--- src/rtl/bin_to_bcd_seq.sv ---
// Sequential 16-bit binary to 5-digit BCD converter (double dabble, one bit per cycle)
// with leading-zero blank flags for a seven-segment display chain.
module bin_to_bcd_seq (
  input  logic        i_clk,
  input  logic        i_reset_n,
  input  logic        i_start,
  input  logic [15:0] i_bin,
  output logic [19:0] o_bcd,
  output logic [4:0]  o_blank,
  output logic        o_busy,
  output logic        o_done
);

  localparam int unsigned BIN_W = 16;
  localparam int unsigned DIG_N = 5;
  localparam int unsigned BCD_W = 20;
  localparam int unsigned CNT_W = 5;

  localparam logic [1:0] S_IDLE = 2'd0;
  localparam logic [1:0] S_CONV = 2'd1;
  localparam logic [1:0] S_FIN  = 2'd2;

  // Counter value seen on the final (16th) conversion edge
  localparam logic [CNT_W-1:0] LAST_STEP = CNT_W'(15);

  logic [1:0]       r_state;
  logic [1:0]       w_next;
  logic [BIN_W-1:0] r_shift;
  logic [BCD_W-1:0] r_scr;
  logic [CNT_W-1:0] r_cnt;
  logic [BCD_W-1:0] r_bcd;
  logic [DIG_N-1:0] r_blank;
  logic             r_busy;
  logic             r_done;

  logic             w_accept;
  logic             w_last;
  logic             w_busy_nxt;
  logic             w_done_nxt;
  logic [BCD_W-1:0] w_adj;
  logic [BCD_W-1:0] w_scr_nxt;
  logic [BIN_W-1:0] w_shift_nxt;
  logic [DIG_N-1:0] w_zero;
  logic [DIG_N-1:0] w_blank_nxt;

  // State register
  always_ff @(posedge i_clk) begin
    if (!i_reset_n) r_state <= S_IDLE;
    else            r_state <= w_next;
  end

  // Next-state logic; START is ignored while converting
  always_comb begin
    w_next = r_state;
    case (r_state)
      S_IDLE:  if (i_start) w_next = S_CONV;
      S_CONV:  if (r_cnt == LAST_STEP) w_next = S_FIN;
      S_FIN:   w_next = i_start ? S_CONV : S_IDLE;
      default: w_next = S_IDLE;
    endcase
  end

  // FSM decodes: accept/last-step strobes and next values of the BUSY/DONE registers
  always_comb begin
    w_accept   = i_start && ((r_state == S_IDLE) || (r_state == S_FIN));
    w_last     = (r_state == S_CONV) && (r_cnt == LAST_STEP);
    w_busy_nxt = (w_next == S_CONV);
    w_done_nxt = (w_next == S_FIN);
  end

  // One double-dabble step: add 3 to nibbles >= 5, then shift {scratch,shift} left
  always_comb begin
    w_adj = r_scr;
    for (int i = 0; i < int'(DIG_N); i++) begin
      if (r_scr[4*i +: 4] >= 4'd5) w_adj[4*i +: 4] = r_scr[4*i +: 4] + 4'd3;
    end
    {w_scr_nxt, w_shift_nxt} = {w_adj[BCD_W-2:0], r_shift, 1'b0};
  end

  // Leading-zero blanking of the finished result; units digit always lit
  always_comb begin
    for (int i = 0; i < int'(DIG_N); i++) begin
      w_zero[i] = (w_scr_nxt[4*i +: 4] == 4'd0);
    end
    w_blank_nxt[4] = w_zero[4];
    w_blank_nxt[3] = w_zero[4] & w_zero[3];
    w_blank_nxt[2] = w_zero[4] & w_zero[3] & w_zero[2];
    w_blank_nxt[1] = w_zero[4] & w_zero[3] & w_zero[2] & w_zero[1];
    w_blank_nxt[0] = 1'b0;
  end

  // Conversion datapath; the visible result only changes on the last step
  always_ff @(posedge i_clk) begin
    if (!i_reset_n) begin
      r_shift <= '0;
      r_scr   <= '0;
      r_cnt   <= '0;
      r_bcd   <= '0;
      r_blank <= 5'b11110;
    end else if (w_accept) begin
      r_shift <= i_bin;
      r_scr   <= '0;
      r_cnt   <= '0;
    end else if (r_state == S_CONV) begin
      r_shift <= w_shift_nxt;
      r_scr   <= w_scr_nxt;
      r_cnt   <= r_cnt + CNT_W'(1);
      if (w_last) begin
        r_bcd   <= w_scr_nxt;
        r_blank <= w_blank_nxt;
      end
    end
  end

  // Registered status outputs: BUSY mirrors CONV, DONE mirrors FIN
  always_ff @(posedge i_clk) begin
    if (!i_reset_n) begin
      r_busy <= 1'b0;
      r_done <= 1'b0;
    end else begin
      r_busy <= w_busy_nxt;
      r_done <= w_done_nxt;
    end
  end

  assign o_bcd   = r_bcd;
  assign o_blank = r_blank;
  assign o_busy  = r_busy;
  assign o_done  = r_done;

endmodule

--- config.mk ---
export PLATFORM = sky130hd
export DESIGN_NAME = bin_to_bcd_seq
export DESIGN_NICKNAME = d
export VERILOG_FILES = /design/src/rtl/bin_to_bcd_seq.sv
export SDC_FILE = /design/constraint.sdc
export NUM_CORES = 1
export LEC_CHECK = 0
export ABC_AREA = 1
export CORE_MARGIN = 2
export CORE_UTILIZATION = 54
export CTS_BUF_LIST = sky130_fd_sc_hd__clkbuf_16
export CTS_CLUSTER_DIAMETER = 40
export CTS_CLUSTER_SIZE = 16
export DETAILED_ROUTE_END_ITERATION = 7
export PLACE_DENSITY = 0.84
export SLEW_MARGIN = 20
export SYNTH_ARGS = -nofsm -noshare
export SYNTH_HDL_FRONTEND = slang
export SYNTH_SLANG_ARGS = --single-unit
--- constraint.sdc ---
create_clock -name i_clk -period 2 [get_ports i_clk]
set_input_delay 0.4 -clock i_clk [delete_from_list [all_inputs] [get_ports i_clk]]
set_output_delay 0.4 -clock i_clk [all_outputs]
set_load 0.01 [all_outputs]
; Word level (Yosys, flattened, before mapping)
; Index checks and enable logic that the tools add are counted.
[classes]
n_lt_le_gt_ge = 5
n_reduce_logical = 11
addsub = 6
muxes = 11
n_eq_ne = 5
n_bitwise = 5
[ops]
columns = operator, count
row1 = 16-bit two-way mux, 2
row2 = 4-bit by 3-bit >= comparator with 1-bit output (second input constant), 5
row3 = 4-bit by 2-bit adder with 4-bit output (second input constant), 4
row4 = 4-bit zero test, 4
row5 = 4-bit two-way mux, 4
row6 = 2-bit one-hot mux with 3 select lines, 1
row7 = 5-bit by 1-bit adder with 5-bit output (second input constant), 1
row8 = 5-bit by 4-bit == test with 1-bit output (second input constant), 1
row9 = 2-bit by 1-bit == test with 1-bit output (second input constant), 2
row10 = 2-bit == test (second input constant), 2
row11 = 2-bit two-way mux, 2
row12 = 3-bit by 2-bit adder with 3-bit output (second input constant), 1
row13 = 1-bit AND, 3
row14 = 3-bit two-way mux, 1
row15 = 3-bit AND reduction, 1
row16 = 1-bit logical AND, 2
row17 = 2-bit zero test, 1
row18 = 1-bit inverter, 2
row19 = 2-bit nonzero test, 1
row20 = 2-bit OR reduction, 1
row21 = 1-bit logical OR, 1
row22 = 1-bit two-way mux, 1
[totals]
elab_cells = 51
register_bits = 69

; Logic depth before layout (Yosys ltp)
; Gate-level depths: netlist of the first run.
[depth]
word_depth = 6
depth_mapped = 11
mapped_depth_nobuf = 11

; Worst setup path after synthesis of the first run
; Ideal clock, no wire load.
[synth_timing]
kind = register to register
startpoint = reg r_cnt[0]
endpoint = reg r_bcd[4] (netlist: o_bcd[4])
stages_incl_launch_ff = 12
path_slack_ns = 0.413
arrival_time_ns = 1.471
required_time_ns = 1.884
cell_sequence = dfxtp_1 ha_1 inv_1 nor3_1 ha_1 inv_1 nor2_4 buf_6 buf_6 nand2_1 o211ai_1 inv_1
[synth_via]
elab_chain_len = 3
[synth_lines]
columns = item, line
row1 = "start, declared", 30  ; logic [CNT_W-1:0] r_cnt;
row2 = "start signal, assigned", 107  ; r_cnt <= r_cnt + CNT_W'(1);
row3 = 5-bit by 4-bit == test with 1-bit output, 66  ; w_last = (r_state == S_CONV) && (r_cnt == LAST_STEP);
row4 = 1-bit logical AND, 66
row5 = 3-bit AND reduction (no line), --
row6 = "end signal, assigned", 109  ; r_bcd <= w_scr_nxt;
row7 = "end, declared", 31  ; logic [BCD_W-1:0] r_bcd;
; No other way between the ends.
; A chain may end at the register's enable or synchronous reset.

; Final worst setup path of the first run
[layout_timing]
startpoint = reg r_cnt[0]
endpoint = reg r_bcd[0] (netlist: o_bcd[0])
; Same word-level chain as after synthesis.

==> flow_metrics.py, run 1 <==
metrics = {
    "status": {
        "outcome": "finished, final reports clean",
    },
    "worst_setup_path": {
        "worst-path-max-fanout": 15,
        "crit_path_end_kind": "register",
        "crit_buf_inv": 4,
        "cp_top_family": "simple AND/OR/NAND/NOR gates",
        "start_kind": "register",
        "crit_path_frequent_cell": "inv_1",
        "worstPathRequired_ps": 2250,
        "crit_chain": "ha_1, inv_1, nor3_2, ha_2, inv_1, nor2_4, inv_6, nor2_4, inv_1, o21ai_0",
        "critPathSlowestCell": "dfxtp_1",
        "crit_arrival_ps": 2160,
        "criticalPathCategory": "register to register",
        "critPathMaxStageDelay_ps": 360,
    },
    "pwr": {
        "clockPowerShare_pct": 48.3,
        "intPower_mw": 2.79,
        "p_seq_share_pct": 40.1,
        "p_leak_nw": 1.85,
        "pwr-share-comb_pct": 11.5,
        "p_per_area_nw_per_um2": 889,
        "sw_frac_of_total_pct": 23.9,
        "peakVddDrop_mv": 0.647,
        "finalPower_mw": 3.67,
        "p_sw_mw": 0.875,
    },
    "floorplanning": {
        "die_w_um": 81.3,
        "top_level_ports": 46,
        "start_util_pct": 55.2,
        "core_um2": 5850,
        "rows": 28,
        "die_area_um2": 6610,
        "die_y_um": 81.3,
    },
    "logic_synthesis": {
        "netlist_top_cells_count": "nand2_1, dfxtp_1, inv_1",
        "synth-seq-cells": 69,
        "synth_edf_count": 0,
        "synth_area_um2": 3230,
        "syn_inst": 424,
        "synth_warnings": 0,
        "ys.flop_type": "dfxtp_1",
        "syn_nets": 455,
        "async_flop_share_pct": 0,
        "synth_top_cell_area_share_pct": 42.8,
        "ys_types": 31,
        "avgSynthCellArea_um2": 7.61,
        "yosys-top-cells-area": "dfxtp_1, nand2_1, inv_1",
        "yosys.area.top_type": "dfxtp_1",
        "yosysSeqAreaShare_pct": 42.8,
        "synth_most_common_cell": "nand2_1",
    },
    "global_routing": {
        "grt_util_met3_pct": 7.11,
        "grt_max_degree": 45,
        "grt_use_met1_pct": 32.0,
        "grt_pass1_wl_um": 13300,
        "grt.total_usage_pct": 26.4,
        "overflow": 0,
        "globalRouteMet2Util_pct": 45.2,
        "first_global_vias": 2908,
        "antenna_found_initial": 0,
        "busiest_layer": "met2",
    },
    "sta": {
        "fin_crit_ps": 1910,
        "hold_viol": 0,
        "finalSetupViolations": 0,
        "max_freq_ghz": 0.524,
        "drv_slew": 0,
        "fin_crit_sh_pct": 95.5,
        "fin_skew_ps": 7.71,
    },
    "clock_network": {
        "cts_sinks": 69,
        "cts_root_buf": "clkbuf_16",
        "cts_tree": "yes",
        "clock_latency_ps": 330,
        "cts.htree.levels": 3,
        "hold_buffers": 0,
        "cts_buffers": 9,
        "path_clk_slew_ps": 50,
        "cts_max_path_buffers": 2,
    },
    "cells_and_area": {
        "drive_above_1_share_pct": 8.98,
        "final_cell_area_um2": 4130,
        "fin_nets": 505,
        "synthToLayoutAreaGrowth_pct": 27.8,
        "n_antenna_cell": 0,
    },
    "route": {
        "drcViolationCount": 0,
        "drt-total-wl_um": 8450,
        "drtAntennaViolNets": 0,
        "vias": 3061,
        "drtPass1Iterations": 5,
        "routed_via_density": 5.53,
        "initialDrtViolationCount": 203,
        "wl_per_cell_um": 15.2,
    },
    "placement": {
        "place.gp.congestion": 0.838,
        "post_dp_cell_area_um2": 3730,
        "port_buffers": 44,
        "dp_hpwl_um": 5330,
    },
    "hold_path": {
        "min_path_type": "register to register",
    },
    "run": {
        "maxCapViolCount": 0,
    },
}
[state kept, by name, indices dropped and copies added, names as in the netlist]
signal / cells
r_scr: 20
r_state: 2
o_done: 1
r_shift: 16
r_cnt: 5
o_blank: 4
o_bcd: 20
o_busy: 1
[metrics by stage]
stage / hold slack (ps) / util [%] / setup TNS [ps] / worst slack [ps] / cells
2_1_floorplan: 436 / - / 0 / 413 / 424
3_3_place_gp: 451 / 63.8 / 0 / 227 / 534
3_5_place_dp: 452 / 63.8 / 0 / 153 / 534
4_1_cts: 461 / 69.5 / 0 / 41.6 / 550
5_1_grt: 475 / 70.5 / -196 / -69.3 / 554
6_report: 463 / 70.5 / 0 / 90.8 / 554
[power groups by stage]
stage / sequential [mW] / combinational, mW / clock (mW)
after CTS: 1.47 / 0.415 / 1.78
after global routing: 1.48 / 0.471 / 1.85
after global placement: 1.50 / 0.392 / 0
after floorplan: 1.49 / 0.289 / 0
after detailed placement: 1.50 / 0.404 / 0
final: 1.47 / 0.422 / 1.77
[what timing repair did]
item | in CTS | in global routing
resized for setup | 0 | 5
setup buffers | 0 | 3
setup endpoints to repair | 0 | 6
[cells in the final DEF, fill, tap and decap left out, types with 3 or more instances in the layout]
master | Yosys | routed
o21ai_0 | 47 | 47
inv_1 | 66 | 68
nand4_1 | 9 | 9
dfxtp_1 | 69 | 69
ha_1 | 12 | 11
o211ai_1 | 16 | 16
inv_2 | 6 | 5
nor2_1 | 16 | 16
nand2_1 | 77 | 77
clkdlybuf4s50_1 | 0 | 44
clkbuf_16 | 0 | 10
buf_4 | 2 | 11
bufinv_16 | 0 | 3
a211oi_1 | 5 | 5
nand3_1 | 23 | 23
o21ai_1 | 4 | 4
a221oi_1 | 8 | 8
a21oi_1 | 30 | 30
nor2_4 | 3 | 3
[path summary, 6_finish.rpt]
| path | cells after the start | startpoint | slack (ps) | to |
|---|---|---|---|---|
| min reg2reg | 2 | r_shift[1] | 460 | r_shift[1] |
| max reg2reg | 10 | r_cnt[0] | 90 | o_bcd[0] |
| max | 10 | r_cnt[0] | 90 | o_bcd[0] |
| min | 2 | r_shift[1] | 460 | r_shift[1] |
[tightest hold or removal path, cell delays in order (launching register included)]
cell and delay, ps:
dfxtp_1 300, nand2_1 60, a21oi_1 60
[cells by family after synthesis]
family | synth area share, %
simple gates | 19.2
compound gates | 20.6
buf+inv | 12.4
flops | 42.8
fa+ha+maj | 4.65
xor+xnor | 0.271
other cells | 0.116
[final cells by class]
| class | instances | area (µm²) |
|---|---|---|
| Inverter | 72 | 275 |
| Fill cell | 445 | 1730 |
| Tap cell | 75 | 93.8 |
| Sequential cell | 69 | 1380 |
| Timing Repair Buffer | 58 | 588 |
| Multi-Input combinational cell | 264 | 1460 |
| Clock buffer | 9 | 225 |
| Clock inverter | 7 | 106 |
[per-layer routing]
layer	wire, µm	up-vias
li1	-	1504
met1	3680	1427
met2	3980	112
met3	658	18
met4	133	0
met5	0	-
(Power assumes the default switching activity.)
==> run 2, diff against run 1 <==
clock period = 2.1 ns   (was 2 ns; I/O delays follow)
==> run 2 against run 1 <==
Compared with the run above:
- via count decreased by 2.5%
- critical path depth stayed put
- power shrank 9.1%
- largest cell class unchanged
- first-iteration DRC count shrank 24%
- critical path type unchanged
==> flow_metrics.py, run 2 (synthesized netlist as in run 1, its figures left out) <==
metrics = {
    "status": {
        "outcome": "finished, final reports clean",
    },
    "pwr": {
        "clockPowerShare_pct": 46.3,
        "pwr-share-comb_pct": 11.6,
        "intPower_mw": 2.53,
        "p_per_area_nw_per_um2": 829,
        "p_sw_mw": 0.803,
        "sw_frac_of_total_pct": 24.1,
        "peakVddDrop_mv": 0.542,
        "p_seq_share_pct": 42.1,
        "p_leak_nw": 1.79,
        "finalPower_mw": 3.33,
    },
    "placement": {
        "dp.cells": 532,
        "port_buffers": 44,
        "place.gp.congestion": 0.913,
        "dp_hpwl_um": 5290,
        "post_dp_cell_area_um2": 3710,
    },
    "global_routing": {
        "grt_max_degree": 45,
        "antenna_found_initial": 0,
        "grt_pass1_wl_um": 13100,
        "grt.total_usage_pct": 25.8,
        "overflow": 0,
        "first_global_vias": 2917,
    },
    "cells_and_area": {
        "finish.utilization_pct": 68.7,
        "final_common_cell": "nand2_1",
        "fin_nets": 500,
        "drive_above_1_share_pct": 7.84,
        "mostFrequentLayoutCells": "nand2_1, dfxtp_1, inv_1",
        "n_antenna_cell": 0,
        "synthToLayoutAreaGrowth_pct": 24.5,
        "instances_no_fill": 547,
        "num-fill-cells": 473,
        "final_cell_area_um2": 4020,
    },
    "route": {
        "drtAntennaViolNets": 0,
        "drtPass1Iterations": 4,
        "initialDrtViolationCount": 154,
        "routed_via_density": 5.46,
        "vias": 2986,
        "drcViolationCount": 0,
        "wl_per_cell_um": 14.3,
        "drt-total-wl_um": 7840,
    },
    "sta": {
        "drv_slew": 0,
        "max_freq_ghz": 0.534,
        "finalSetupViolations": 0,
        "fin_crit_sh_pct": 89.1,
        "fin_skew_ps": 7.49,
        "hold_viol": 0,
        "fin_crit_ps": 1870,
        "rsz0062_at_grt": "false",
        "tns_ps": 0,
    },
    "floorplanning": {
        "die_w_um": 81.3,
        "start_util_pct": 55.2,
        "top_level_ports": 46,
        "die_y_um": 81.3,
        "core_um2": 5850,
        "rows": 28,
        "die_area_um2": 6610,
    },
    "hold_path": {
        "hold_depth": 2,
        "min_path_type": "register to register",
        "hold_start": "r_shift[1]",
        "min_to": "r_shift[1]",
    },
    "clock_network": {
        "cts_tree": "yes",
        "cts_sinks": 69,
        "path_clk_slew_ps": 50,
        "cts_buffers": 9,
        "cts.htree.levels": 3,
        "cts_root_buf": "clkbuf_16",
        "clock_latency_ps": 330,
        "hold_buffers": 0,
        "cts_max_path_buffers": 2,
    },
    "worst_setup_path": {
        "criticalPathCategory": "register to register",
        "rr_startpoint": "r_cnt[0]",
        "r2r_slack_ps": 230,
        "start_kind": "register",
        "crit_arrival_ps": 2110,
        "critPathLaunch": "r_cnt[0]",
        "regToRegEndpoint": "o_bcd[0]",
        "worstPathRequired_ps": 2340,
        "crit_path_end_kind": "register",
        "reg2reg_depth": 10,
        "worst-path-max-fanout": 15,
    },
    "run": {
        "maxCapViolCount": 0,
    },
}
==> run 2: through the flow <==
step	worst slack, ps	hold WS (ps)
final	228	475
after global routing	23.2	495
after CTS	131	467
after detailed placement	191	453
after global placement	277	446
after floorplan	513	436
==> run 2: area by class of cell <==
class	count	area, µm²	area share (%)
clock inverter	5	77.6	1.93
timing repair buffer	53	520	13.0
multi-input combinational	264	1450	36.0
clock buffer	9	225	5.60
inverter	72	273	6.79
sequential	69	1380	34.4
tap	75	93.8	2.33
==> run 2: layer usage <==
layer  wire length (µm)  track usage (%)  vias up  part of all wire (%)
met5                  0                0        -                     0
met1               3580             31.8     1387                    46
met2               3620             42.5       96                    46
li1                   -                -     1489                     -
met4                113             11.0        0                   1.4
met3                530             6.89       14                   6.8
==> run 2: power by group through the flow <==
stage	clock [mW]	sequential, mW	combinational [mW]
2_1_floorplan	0	1.42	0.275
3_3_place_gp	0	1.43	0.367
3_5_place_dp	0	1.43	0.379
4_1_cts	1.56	1.40	0.384
5_1_grt	1.62	1.41	0.438
6_report	1.54	1.40	0.388
==> run 2: how the worst max path moves through the flow <==
stage	slack (ps)	cells past startpoint	endpoint
after global routing	20	11	o_blank[1]
after global placement	280	6	r_shift[15]
after detailed placement	190	10	o_bcd[15]
after floorplan	510	11	o_bcd[4]
final	230	10	o_bcd[0]
after CTS	130	10	o_bcd[0]
==> run 2: timing repair <==
action                                  4_1_cts  5_1_grt
resized for setup                             0        2
hold endpoints to repair                      0        0
endpoints found under the setup margin        0        4
buffers inserted                              0        1
==> run 2: worst max-delay path: stages (launching register included) <==
cell	delay, ps
dfxtp_1	350
ha_1	200
inv_1	50
nor3_1	130
ha_1	220
inv_1	90
nor2_4	180
inv_4	130
nor2_4	120
inv_1	90
o21ai_0	210
==> run 3, diff against run 2 <==
CORE_MARGIN = default   (was 2)
CORE_UTILIZATION = 25   (was 54)
PLACE_DENSITY = 0.48   (was 0.84)
==> run 3 against run 2 <==
Compared with the run above:
- design area rose by 1.4%
- non-clock buffer count is 1 lower
- global-route usage shrank 13 points
- sequential power hardly changed
- critical path type unchanged
==> flow_metrics.py, run 3 (synthesized netlist as in run 1, its figures left out) <==
metrics = {
    "status": {
        "outcome": "finished, final reports clean",
    },
    "floorplanning": {
        "die_y_um": 116,
        "die_w_um": 116,
        "top_level_ports": 46,
        "core_um2": 12600,
        "die_area_um2": 13400,
        "start_util_pct": 25.6,
        "rows": 41,
    },
    "sta": {
        "rsz0062_at_grt": "false",
        "tns_ps": 0,
        "fin_crit_ps": 1840,
        "finalSetupViolations": 0,
        "maxSlewHeadroom_pct": 66.6,
        "worst_hold_slack_ps": 463,
        "tightestPinTransition_ps": 496,
        "fin_skew_ps": 4.33,
        "drv_slew": 0,
        "fin_crit_sh_pct": 87.9,
        "max_freq_ghz": 0.542,
        "hold_viol": 0,
    },
    "cells_and_area": {
        "fin_nets": 499,
        "mostFrequentLayoutCells": "nand2_1, dfxtp_1, inv_1",
        "n_antenna_cell": 0,
        "num-fill-cells": 1386,
        "final_common_cell": "nand2_1",
        "synthToLayoutAreaGrowth_pct": 26.2,
        "final_cell_area_um2": 4070,
        "drive_above_1_share_pct": 7.01,
        "instances_no_fill": 643,
    },
    "route": {
        "drtAntennaViolNets": 0,
        "drt-total-wl_um": 8120,
        "routed_via_density": 4.40,
        "drcViolationCount": 0,
        "initialDrtViolationCount": 123,
        "vias": 2826,
        "drtPass1Iterations": 4,
        "wl_per_cell_um": 12.6,
    },
    "clock_network": {
        "cts_tree": "yes",
        "cts_setup_buffers": 0,
        "cts_root_buf": "clkbuf_16",
        "path_clk_slew_ps": 50,
        "cts_buffers": 9,
        "clock_latency_ps": 330,
        "hold_buffers": 0,
        "cts_sinks": 69,
        "cts_resized": 0,
        "cts_max_path_buffers": 2,
        "cts.htree.levels": 3,
    },
    "placement": {
        "post_dp_cell_area_um2": 3830,
        "port_buffers": 44,
        "dp_hpwl_um": 5670,
        "dp.cells": 629,
        "place.gp.congestion": 0.766,
    },
    "global_routing": {
        "first_global_vias": 2771,
        "grt_pass1_wl_um": 13300,
        "antenna_found_initial": 0,
        "overflow": 0,
        "grt_max_degree": 45,
        "grt.total_usage_pct": 13.2,
    },
    "worst_setup_path": {
        "worstPathRequired_ps": 2370,
        "critPathMaxStageDelay_ps": 360,
        "worst-path-max-fanout": 28,
        "crit_chain": "ha_1, inv_1, nor3_1, ha_1, inv_1, nor2_4, buf_12, nand3_1, nor2_2, nand4_1, nand2_1",
        "criticalPathCategory": "register to register",
        "critPathSlowestCell": "dfxtp_1",
        "crit_arrival_ps": 2120,
        "start_kind": "register",
        "crit_path_end_kind": "register",
    },
    "pwr": {
        "p_leak_nw": 1.76,
        "peakVddDrop_mv": 0.333,
        "p_per_area_nw_per_um2": 751,
    },
    "run": {
        "maxCapViolCount": 0,
    },
    "hold_path": {
        "min_path_type": "register to register",
    },
}
## run 3: cell types whose count changed in the layout (fill, tap and decap cells not counted), sizes merged
cell / before / now
bufinv: 2 / 0
clkinv: 2 / 4
buf: 9 / 8
clkinvlp: 1 / 0
inv: 72 / 73
## run 3: path summary, 6_finish.rpt
kind                end        from  depth (start not counted)  slack, ps
max          o_blank[1]    r_cnt[1]                         11        260
min          r_shift[1]  r_shift[1]                          2        460
max reg2reg  o_blank[1]    r_cnt[1]                         11        260
min reg2reg  r_shift[1]  r_shift[1]                          2        460
## run 3: layout make-up
class | count | area [µm²] | area share (%)
repair buffers | 52 | 513 | 12.6
clock inverters | 5 | 21.3 | 0.522
inverters | 72 | 270 | 6.63
flip-flops and latches | 69 | 1380 | 33.9
multi-input cells | 264 | 1450 | 35.5
clock buffers | 9 | 225 | 5.53
well taps | 172 | 215 | 5.28
## run 3: through the flow
step / utilization (%) / power [mW] / setup WS, ps
after floorplan: - / 1.70 / 513
after global placement: 30.3 / 1.81 / 310
after detailed placement: 30.3 / 1.81 / 256
after CTS: 32.3 / 3.13 / 235
after global routing: 32.3 / 3.24 / 44.0
final: 32.3 / 3.06 / 255
## run 3: power by group
part | internal [mW] | leakage (nW) | total (mW) | switching (mW)
Clock | 0.766 | 0.127 | 1.27 | 0.507
Combinational | 0.141 | 1.07 | 0.383 | 0.242
Sequential | 1.37 | 0.562 | 1.40 | 0.0322
Total | 2.28 | 1.76 | 3.06 | 0.782
## run 3: per-layer routing
metal	vias up	global-route usage [%]	part of all wire (%)
li1	1493	-	-
met1	1275	16.5	50
met2	56	21.2	46
met3	2	4.13	4.2
met4	0	5.13	0.37
met5	-	0	0
## run 3: critical path, delay by kind of cell (launching register included)
kind                       cells  cell delay [ps]
adders and majority gates      2              430
and+or+nand+nor                6              660
DFF                            1              360
buffers and inverters          3              340
